File: src/rtl/alu_sequencer_pkg.sv
// Shared definitions for the ALU sequencer: widths, opcodes, instruction fields and FSM encodings.
// The opcode values double as the ALU mode encoding, so both sides agree by construction.
package alu_sequencer_pkg;

    localparam int unsigned DW   = 8;
    localparam int unsigned NREG = 4;
    localparam int unsigned AW   = $clog2(NREG);
    localparam int unsigned IW   = 16;

    localparam logic [2:0] OP_ADD   = 3'd0;
    localparam logic [2:0] OP_SUB   = 3'd1;
    localparam logic [2:0] OP_AND   = 3'd2;
    localparam logic [2:0] OP_OR    = 3'd3;
    localparam logic [2:0] OP_NOT   = 3'd4;
    localparam logic [2:0] OP_XOR   = 3'd5;
    localparam logic [2:0] OP_LOADI = 3'd6;
    localparam logic [2:0] OP_ILL   = 3'd7;

    localparam int unsigned OP_LSB  = 13;
    localparam int unsigned RD_LSB  = 11;
    localparam int unsigned RS1_LSB = 9;
    localparam int unsigned RS2_LSB = 7;
    localparam int unsigned IMM_LSB = 0;

    localparam logic [1:0] ST_IDLE   = 2'd0;
    localparam logic [1:0] ST_DECODE = 2'd1;
    localparam logic [1:0] ST_EXEC   = 2'd2;
    localparam logic [1:0] ST_WB     = 2'd3;

    typedef struct packed {
        logic [2:0]    op;
        logic [AW-1:0] rd;
        logic [AW-1:0] rs1;
        logic [AW-1:0] rs2;
        logic [DW-1:0] imm;
    } instr_t;

    // imm deliberately overlaps the rs2 LSB.
    function automatic instr_t decode(input logic [IW-1:0] raw);
        instr_t d;
        d.op  = raw[OP_LSB  +: 3];
        d.rd  = raw[RD_LSB  +: AW];
        d.rs1 = raw[RS1_LSB +: AW];
        d.rs2 = raw[RS2_LSB +: AW];
        d.imm = raw[IMM_LSB +: DW];
        return d;
    endfunction

    function automatic logic is_alu_op(input logic [2:0] op);
        logic r;
        case (op)
            OP_ADD, OP_SUB, OP_AND, OP_OR, OP_NOT, OP_XOR: r = 1'b1;
            default:                                       r = 1'b0;
        endcase
        return r;
    endfunction

endpackage

File: src/rtl/alu_sequencer_if.sv
// Instruction handshake, ALU drive/result bus and status flags between fetch/ALU and sequencer.
interface alu_sequencer_if;
    import alu_sequencer_pkg::*;

    logic          instr_valid;
    logic          instr_ready;
    logic [IW-1:0] instr;
    logic [2:0]    alu_mode;
    logic [DW-1:0] alu_a;
    logic [DW-1:0] alu_b;
    logic [DW-1:0] alu_out;
    logic          done;
    logic          err;
    logic          busy;

    modport slave (
        input  instr_valid, instr, alu_out,
        output instr_ready, alu_mode, alu_a, alu_b, done, err, busy
    );

    modport master (
        output instr_valid, instr, alu_out,
        input  instr_ready, alu_mode, alu_a, alu_b, done, err, busy
    );

endinterface

File: src/rtl/regfile_4x8.sv
// Register file: two async operand read ports, async debug read, one sync write, sync clear on rst.
module regfile_4x8
    import alu_sequencer_pkg::*;
(
    input  logic          clk,
    input  logic          rst,
    input  logic          we,
    input  logic [AW-1:0] waddr,
    input  logic [DW-1:0] wdata,
    input  logic [AW-1:0] raddr1,
    output logic [DW-1:0] rdata1,
    input  logic [AW-1:0] raddr2,
    output logic [DW-1:0] rdata2,
    input  logic [AW-1:0] dbg_addr,
    output logic [DW-1:0] dbg_data
);

    logic [DW-1:0] mem_q [NREG];

    always_ff @(posedge clk) begin
        if (rst) begin
            for (int i = 0; i < NREG; i++) mem_q[i] <= '0;
        end else if (we) begin
            mem_q[waddr] <= wdata;
        end
    end

    assign rdata1   = mem_q[raddr1];
    assign rdata2   = mem_q[raddr2];
    assign dbg_data = mem_q[dbg_addr];

endmodule

File: src/rtl/alu_sequencer.sv
// Issue side of the 8-bit ALU: accepts one instruction at a time, drives the ALU and writes back.
module alu_sequencer
    import alu_sequencer_pkg::*;
(
    input  logic           clk,
    input  logic           rst,
    alu_sequencer_if.slave bus,
    input  logic [AW-1:0]  dbg_addr,
    output logic [DW-1:0]  dbg_data
);

    logic [1:0]    state_q;
    logic [IW-1:0] instr_q;
    logic [DW-1:0] result_q;
    logic [2:0]    alu_mode_q;
    logic [DW-1:0] alu_a_q;
    logic [DW-1:0] alu_b_q;
    logic          done_q;
    logic          err_q;
    logic [DW-1:0] rdata1;
    logic [DW-1:0] rdata2;
    logic          rf_we;
    instr_t        dec;

    assign dec   = decode(instr_q);
    assign rf_we = (state_q == ST_WB);

    regfile_4x8 u_regfile (
        .clk      (clk),
        .rst      (rst),
        .we       (rf_we),
        .waddr    (dec.rd),
        .wdata    (result_q),
        .raddr1   (dec.rs1),
        .rdata1   (rdata1),
        .raddr2   (dec.rs2),
        .rdata2   (rdata2),
        .dbg_addr (dbg_addr),
        .dbg_data (dbg_data)
    );

    always_ff @(posedge clk) begin
        if (rst) begin
            state_q    <= ST_IDLE;
            instr_q    <= '0;
            result_q   <= '0;
            alu_mode_q <= '0;
            alu_a_q    <= '0;
            alu_b_q    <= '0;
            done_q     <= 1'b0;
            err_q      <= 1'b0;
        end else begin
            done_q <= 1'b0;
            case (state_q)
                ST_IDLE: begin
                    if (bus.instr_valid) begin
                        instr_q <= bus.instr;
                        state_q <= ST_DECODE;
                    end
                end
                ST_DECODE: begin
                    if (is_alu_op(dec.op)) begin
                        alu_mode_q <= dec.op;
                        alu_a_q    <= rdata1;
                        alu_b_q    <= rdata2;
                        state_q    <= ST_EXEC;
                    end else if (dec.op == OP_LOADI) begin
                        result_q <= dec.imm;
                        state_q  <= ST_WB;
                    end else begin
                        err_q   <= 1'b1;
                        done_q  <= 1'b1;
                        state_q <= ST_IDLE;
                    end
                end
                // Operands were registered last edge, so the ALU has had a full cycle to settle.
                ST_EXEC: begin
                    result_q <= bus.alu_out;
                    state_q  <= ST_WB;
                end
                ST_WB: begin
                    done_q  <= 1'b1;
                    state_q <= ST_IDLE;
                end
                default: state_q <= ST_IDLE;
            endcase
        end
    end

    assign bus.instr_ready = (state_q == ST_IDLE) && !rst;
    assign bus.busy        = (state_q != ST_IDLE);
    assign bus.alu_mode    = alu_mode_q;
    assign bus.alu_a       = alu_a_q;
    assign bus.alu_b       = alu_b_q;
    assign bus.done        = done_q;
    assign bus.err         = err_q;

endmodule

File: src/flat_wrapper.sv
// flat-port wrapper written by rule: the top's interface ports become plain ports
module alu_sequencer_flat import alu_sequencer_pkg::*;
  (clk, rst, dbg_addr, dbg_data, bus_instr_valid, bus_instr, bus_alu_out, bus_instr_ready, bus_alu_mode, bus_alu_a, bus_alu_b, bus_done, bus_err, bus_busy);
  alu_sequencer_if bus_i ();
  input  logic clk;
  input  logic rst;
  input  logic [AW-1:0] dbg_addr;
  output logic [DW-1:0] dbg_data;
  input wire logic [$bits(bus_i.instr_valid)-1:0] bus_instr_valid;
  input wire logic [$bits(bus_i.instr)-1:0] bus_instr;
  input wire logic [$bits(bus_i.alu_out)-1:0] bus_alu_out;
  output wire logic [$bits(bus_i.instr_ready)-1:0] bus_instr_ready;
  output wire logic [$bits(bus_i.alu_mode)-1:0] bus_alu_mode;
  output wire logic [$bits(bus_i.alu_a)-1:0] bus_alu_a;
  output wire logic [$bits(bus_i.alu_b)-1:0] bus_alu_b;
  output wire logic [$bits(bus_i.done)-1:0] bus_done;
  output wire logic [$bits(bus_i.err)-1:0] bus_err;
  output wire logic [$bits(bus_i.busy)-1:0] bus_busy;
  assign bus_i.instr_valid = bus_instr_valid;
  assign bus_i.instr = bus_instr;
  assign bus_i.alu_out = bus_alu_out;
  assign bus_instr_ready = bus_i.instr_ready;
  assign bus_alu_mode = bus_i.alu_mode;
  assign bus_alu_a = bus_i.alu_a;
  assign bus_alu_b = bus_i.alu_b;
  assign bus_done = bus_i.done;
  assign bus_err = bus_i.err;
  assign bus_busy = bus_i.busy;
  alu_sequencer u_core (.clk(clk), .rst(rst), .bus(bus_i), .dbg_addr(dbg_addr), .dbg_data(dbg_data));
endmodule
File: config.mk
export PLATFORM = sky130hd
export DESIGN_NAME = alu_sequencer_flat
export DESIGN_NICKNAME = d
export VERILOG_FILES = /design/src/rtl/alu_sequencer_pkg.sv /design/src/rtl/alu_sequencer_if.sv /design/src/rtl/regfile_4x8.sv /design/src/rtl/alu_sequencer.sv /design/src/flat_wrapper.sv
export SDC_FILE = /design/constraint.sdc
export NUM_CORES = 1
export LEC_CHECK = 0
export BUFFER_PORTS_ARGS = -buffer_cell sky130_fd_sc_hd__buf_2
export CAP_MARGIN = 10
export CELL_PAD_IN_SITES_DETAIL_PLACEMENT = 1
export CELL_PAD_IN_SITES_GLOBAL_PLACEMENT = 2
export CORE_UTILIZATION = 38
export DETAILED_ROUTE_END_ITERATION = 12
export MAX_ROUTING_LAYER = met4
export PLACE_DENSITY_LB_ADDON = 0.1
export RECOVER_POWER = 50
export SLEW_MARGIN = 10
export SYNTH_ARGS = -nofsm -noshare
export SYNTH_HDL_FRONTEND = slang
export SYNTH_SLANG_ARGS = --single-unit
export TNS_END_PERCENT = 100
File: constraint.sdc
create_clock -name clk -period 2.67 [get_ports clk]
set_input_delay 0.4005 -clock clk [delete_from_list [all_inputs] [get_ports clk]]
set_output_delay 0.4005 -clock clk [all_outputs]
set_load 0.01 [all_outputs]
==> impl_metrics.ini <==
[logic_synthesis]
synth_warnings = 0
synth_compound_gate_area_share_pct = 11.3
ys_ff_latch = 79
synth_mux_area_share_pct = 17.3
syn_nets = 338
netlist_area_sq_mm = 0.00371
synth_xor_area_share_pct = 0
syn_inst = 304
avgSynthCellArea_sq_um = 12.2
synthSimpleGateAreaFrac_pct = 13.4
synthAdderAreaFrac_pct = 1.69
synth.distinct_cells = 36
synth_top_family_by_area = multiplexers
ys_seq_area_share_pct = 51.2

[route]
drc = 0
ant_nets = 0
wl_microns = 7700
via_count = 2433
firstDrtPassIters = 4
drt_iter0_markers = 67
viasPerCell = 4.97
wl_per_cell_microns = 15.7

[run]
maxCapViolations = 0

[clock_network]
post-cts-setup-buffers = 0
cts.sinks = 79
clk_latency_ns = 0.34
ctsResizeCount = 0
htree_levels = 3
cts_root_buffer = clkbuf_8
path_clk_slew_ns = 0.09
cts_made_buffers = 9
ctsHoldBuffers = 0
clk_path_buf_depth = 2
cts_tree = done

[grt]
antenna_found_initial = 0
grt_max_degree = 27
grt_usage_pct = 17.1
grt_pass1_wl_microns = 12700
gr-total-overflow = 0
grt_pass1_vias = 2404

[timing]
finClkSkew_ns = 0.0145
finalSetupTns_ns = 0
rsz0062_at_grt = false
report.final.slew_viol_count = 0
hold_violations = 0
worst_slew_pin_slew_ns = 0.769
holdWs_ns = 0.289
setup_violations = 0
setup_slack_ns = 0.408
maxSlewHeadroom_pct = 48.8
min_period_ns = 2.26
finalCritPeriodShare_pct = 84.7
clock.fmax_mhz = 442

[worst_setup_path]
crit-reg2reg-launch = u_core.state_q[0]
critPathLaunchType = flip-flop
critPathLaunch = u_core.state_q[0]
critPathMaxFanout = 19
worstPathArrival_ns = 2.24
crit_type = reg2reg
end_kind = flip-flop
crit_required_ns = 2.65

[die]
start_util_pct = 39.6
die_height_microns = 101
rows = 35
die_x_microns = 101
coreArea_sq_mm = 0.00937
dieArea_sq_mm = 0.0102
io_pins = 60

[power]
combPwrFrac_pct = 18.0
power_density_mw_per_mm2 = 706
seq_power_share_pct = 49.3
fin_total_pwr_w = 0.00300
vdd_ir_drop_max_v = 0.000298
switching_share_pct = 28.8
switchingPower_w = 0.000863
power_frac_clock_pct = 32.8
intPower_w = 0.00214
leakagePower_nw = 1.57

[final_layout]
stdcell_count = 490
areaGrowthSynthToFinish_pct = 14.5
drive_gt1_share_pct = 23.5
diodes = 0
fin_nets = 390

[run_status]
status = finished, final reports clean

[place]
place_ws_ns = 0.588
routabilityCongestion = 0.712
io_buffers = 59
dp_hpwl_microns = 5880
dp.cells = 474

[worst_hold_path]
min_path_type = in2reg
hp-start = bus_instr[6]
-- worst paths after layout --
path / to / slack [ns] / cells past startpoint
worst min register to register: u_core.instr_q[5] / 0.46 / 2
worst min-delay path: u_core.instr_q[6] / 0.29 / 3
worst max register to register: u_core.u_regfile.mem_q[0][4] / 0.41 / 4
worst max-delay path: u_core.u_regfile.mem_q[0][4] / 0.41 / 4
-- critical path, stage by stage, from the launching register on --
cell	delay, ns
dfxtp_1	0.43
ha_1	0.24
nand2b_1	0.41
o31ai_1	0.37
clkbuf_1	0.45
-- flip-flops by register name, summed over array words and instances, names as in the netlist, 3 cells and up, named ones only --
register / count
u_core.result_q: 8
u_core.bus.alu_mode: 3
u_core.u_regfile.mem_q: 32
u_core.bus.alu_b: 8
u_core.instr_q: 16
u_core.bus.alu_a: 8
-- power groups by stage --
stage | clock [W] | combinational (W) | sequential (W)
finish | 0.000983 | 0.000538 | 0.00148
global route | 0.00107 | 0.000599 | 0.00150
CTS | 0.00102 | 0.000558 | 0.00148
detailed placement | 0 | 0.000554 | 0.00151
global placement | 0 | 0.000543 | 0.00150
floorplan | 0 | 0.000430 | 0.00146
-- cell usage after synthesis --
library cell,instances,area share (%)
buf_6,4,1.2
clkbuf_1,7,0.71
or2_1,2,0.34
inv_1,13,1.3
buf_4,3,0.61
a22o_1,16,3.8
dfxtp_1,47,25
mux4_2,24,15
edfxtp_1,32,26
nand2b_4,1,0.37
mux2i_1,1,0.27
nor2_2,1,0.17
buf_2,7,0.94
and2_1,18,3.0
buf_1,3,0.30
a41oi_1,2,0.47
nor2_1,16,1.6
a211oi_1,16,3.2
o31ai_1,1,0.20
nor2b_1,3,0.51
nand2b_1,1,0.17
nand4_1,1,0.17
o221a_1,1,0.30
a21oi_1,17,2.3
a21o_1,1,0.20
nor3b_4,2,1.0
o21ai_1,1,0.13
o211ai_1,1,0.20
nor4_1,8,1.3
a21boi_4,1,0.51
nand3_1,3,0.40
ha_1,5,1.7
nor3_1,2,0.27
mux2_1,8,2.4
nand2_1,34,3.4
nand3b_4,1,0.54
-- area by class of cell --
class	count	area (sq um)
timing repair buffer	65	303
multi-input combinational	188	1610
clock buffer	10	128
fill	1030	5120
clock inverter	6	93.8
tap	129	161
inverter	13	48.8
sequential	79	1900
-- layout by cell type, fill, tap and decap left out, drive strengths merged, types with 2 or more instances in the layout --
| master | instances |
|---|---|
| a211oi | 16 |
| a21oi | 17 |
| a22o | 16 |
| a41oi | 2 |
| and2 | 18 |
| buf | 41 |
| bufinv | 2 |
| clkbuf | 34 |
| clkinv | 2 |
| dfxtp | 47 |
| edfxtp | 32 |
| ha | 5 |
| inv | 14 |
| mux2 | 8 |
| mux4 | 24 |
| nand2 | 34 |
| nand2b | 2 |
| nand3 | 3 |
| nor2 | 17 |
| nor2b | 3 |
| nor3 | 2 |
| nor3b | 2 |
| nor4 | 8 |
| or2 | 2 |
-- logic make-up (layout without fill, tap and decap cells) --
kind of cell / count (synthesis) / in the layout
flip-flops: 79 / 79
AND/OR/NAND/NOR: 93 / 93
multiplexers: 33 / 33
AO/OA/AOI/OAI: 57 / 57
adder cells (fa/ha/maj): 5 / 5
buffers and inverters: 37 / 94
-- through the flow --
| step | utilization [%] | cell area (sq um) |
|---|---|---|
| after floorplan | - | 3710 |
| after detailed placement | 43.5 | 4070 |
| after CTS | 45.8 | 4290 |
| after global routing | 45.3 | 4250 |
| after global placement | 43.5 | 4070 |
| final | 45.3 | 4250 |
-- metal layers --
layer | track usage [%] | vias to the layer above | wire, microns
met5 | - | - | 0
met2 | 26.5 | 50 | 3660
met4 | 6.69 | 0 | 87
li1 | - | 1229 | -
met3 | 2.57 | 8 | 221
met1 | 22.7 | 1146 | 3730
(Power assumes the default switching activity.)
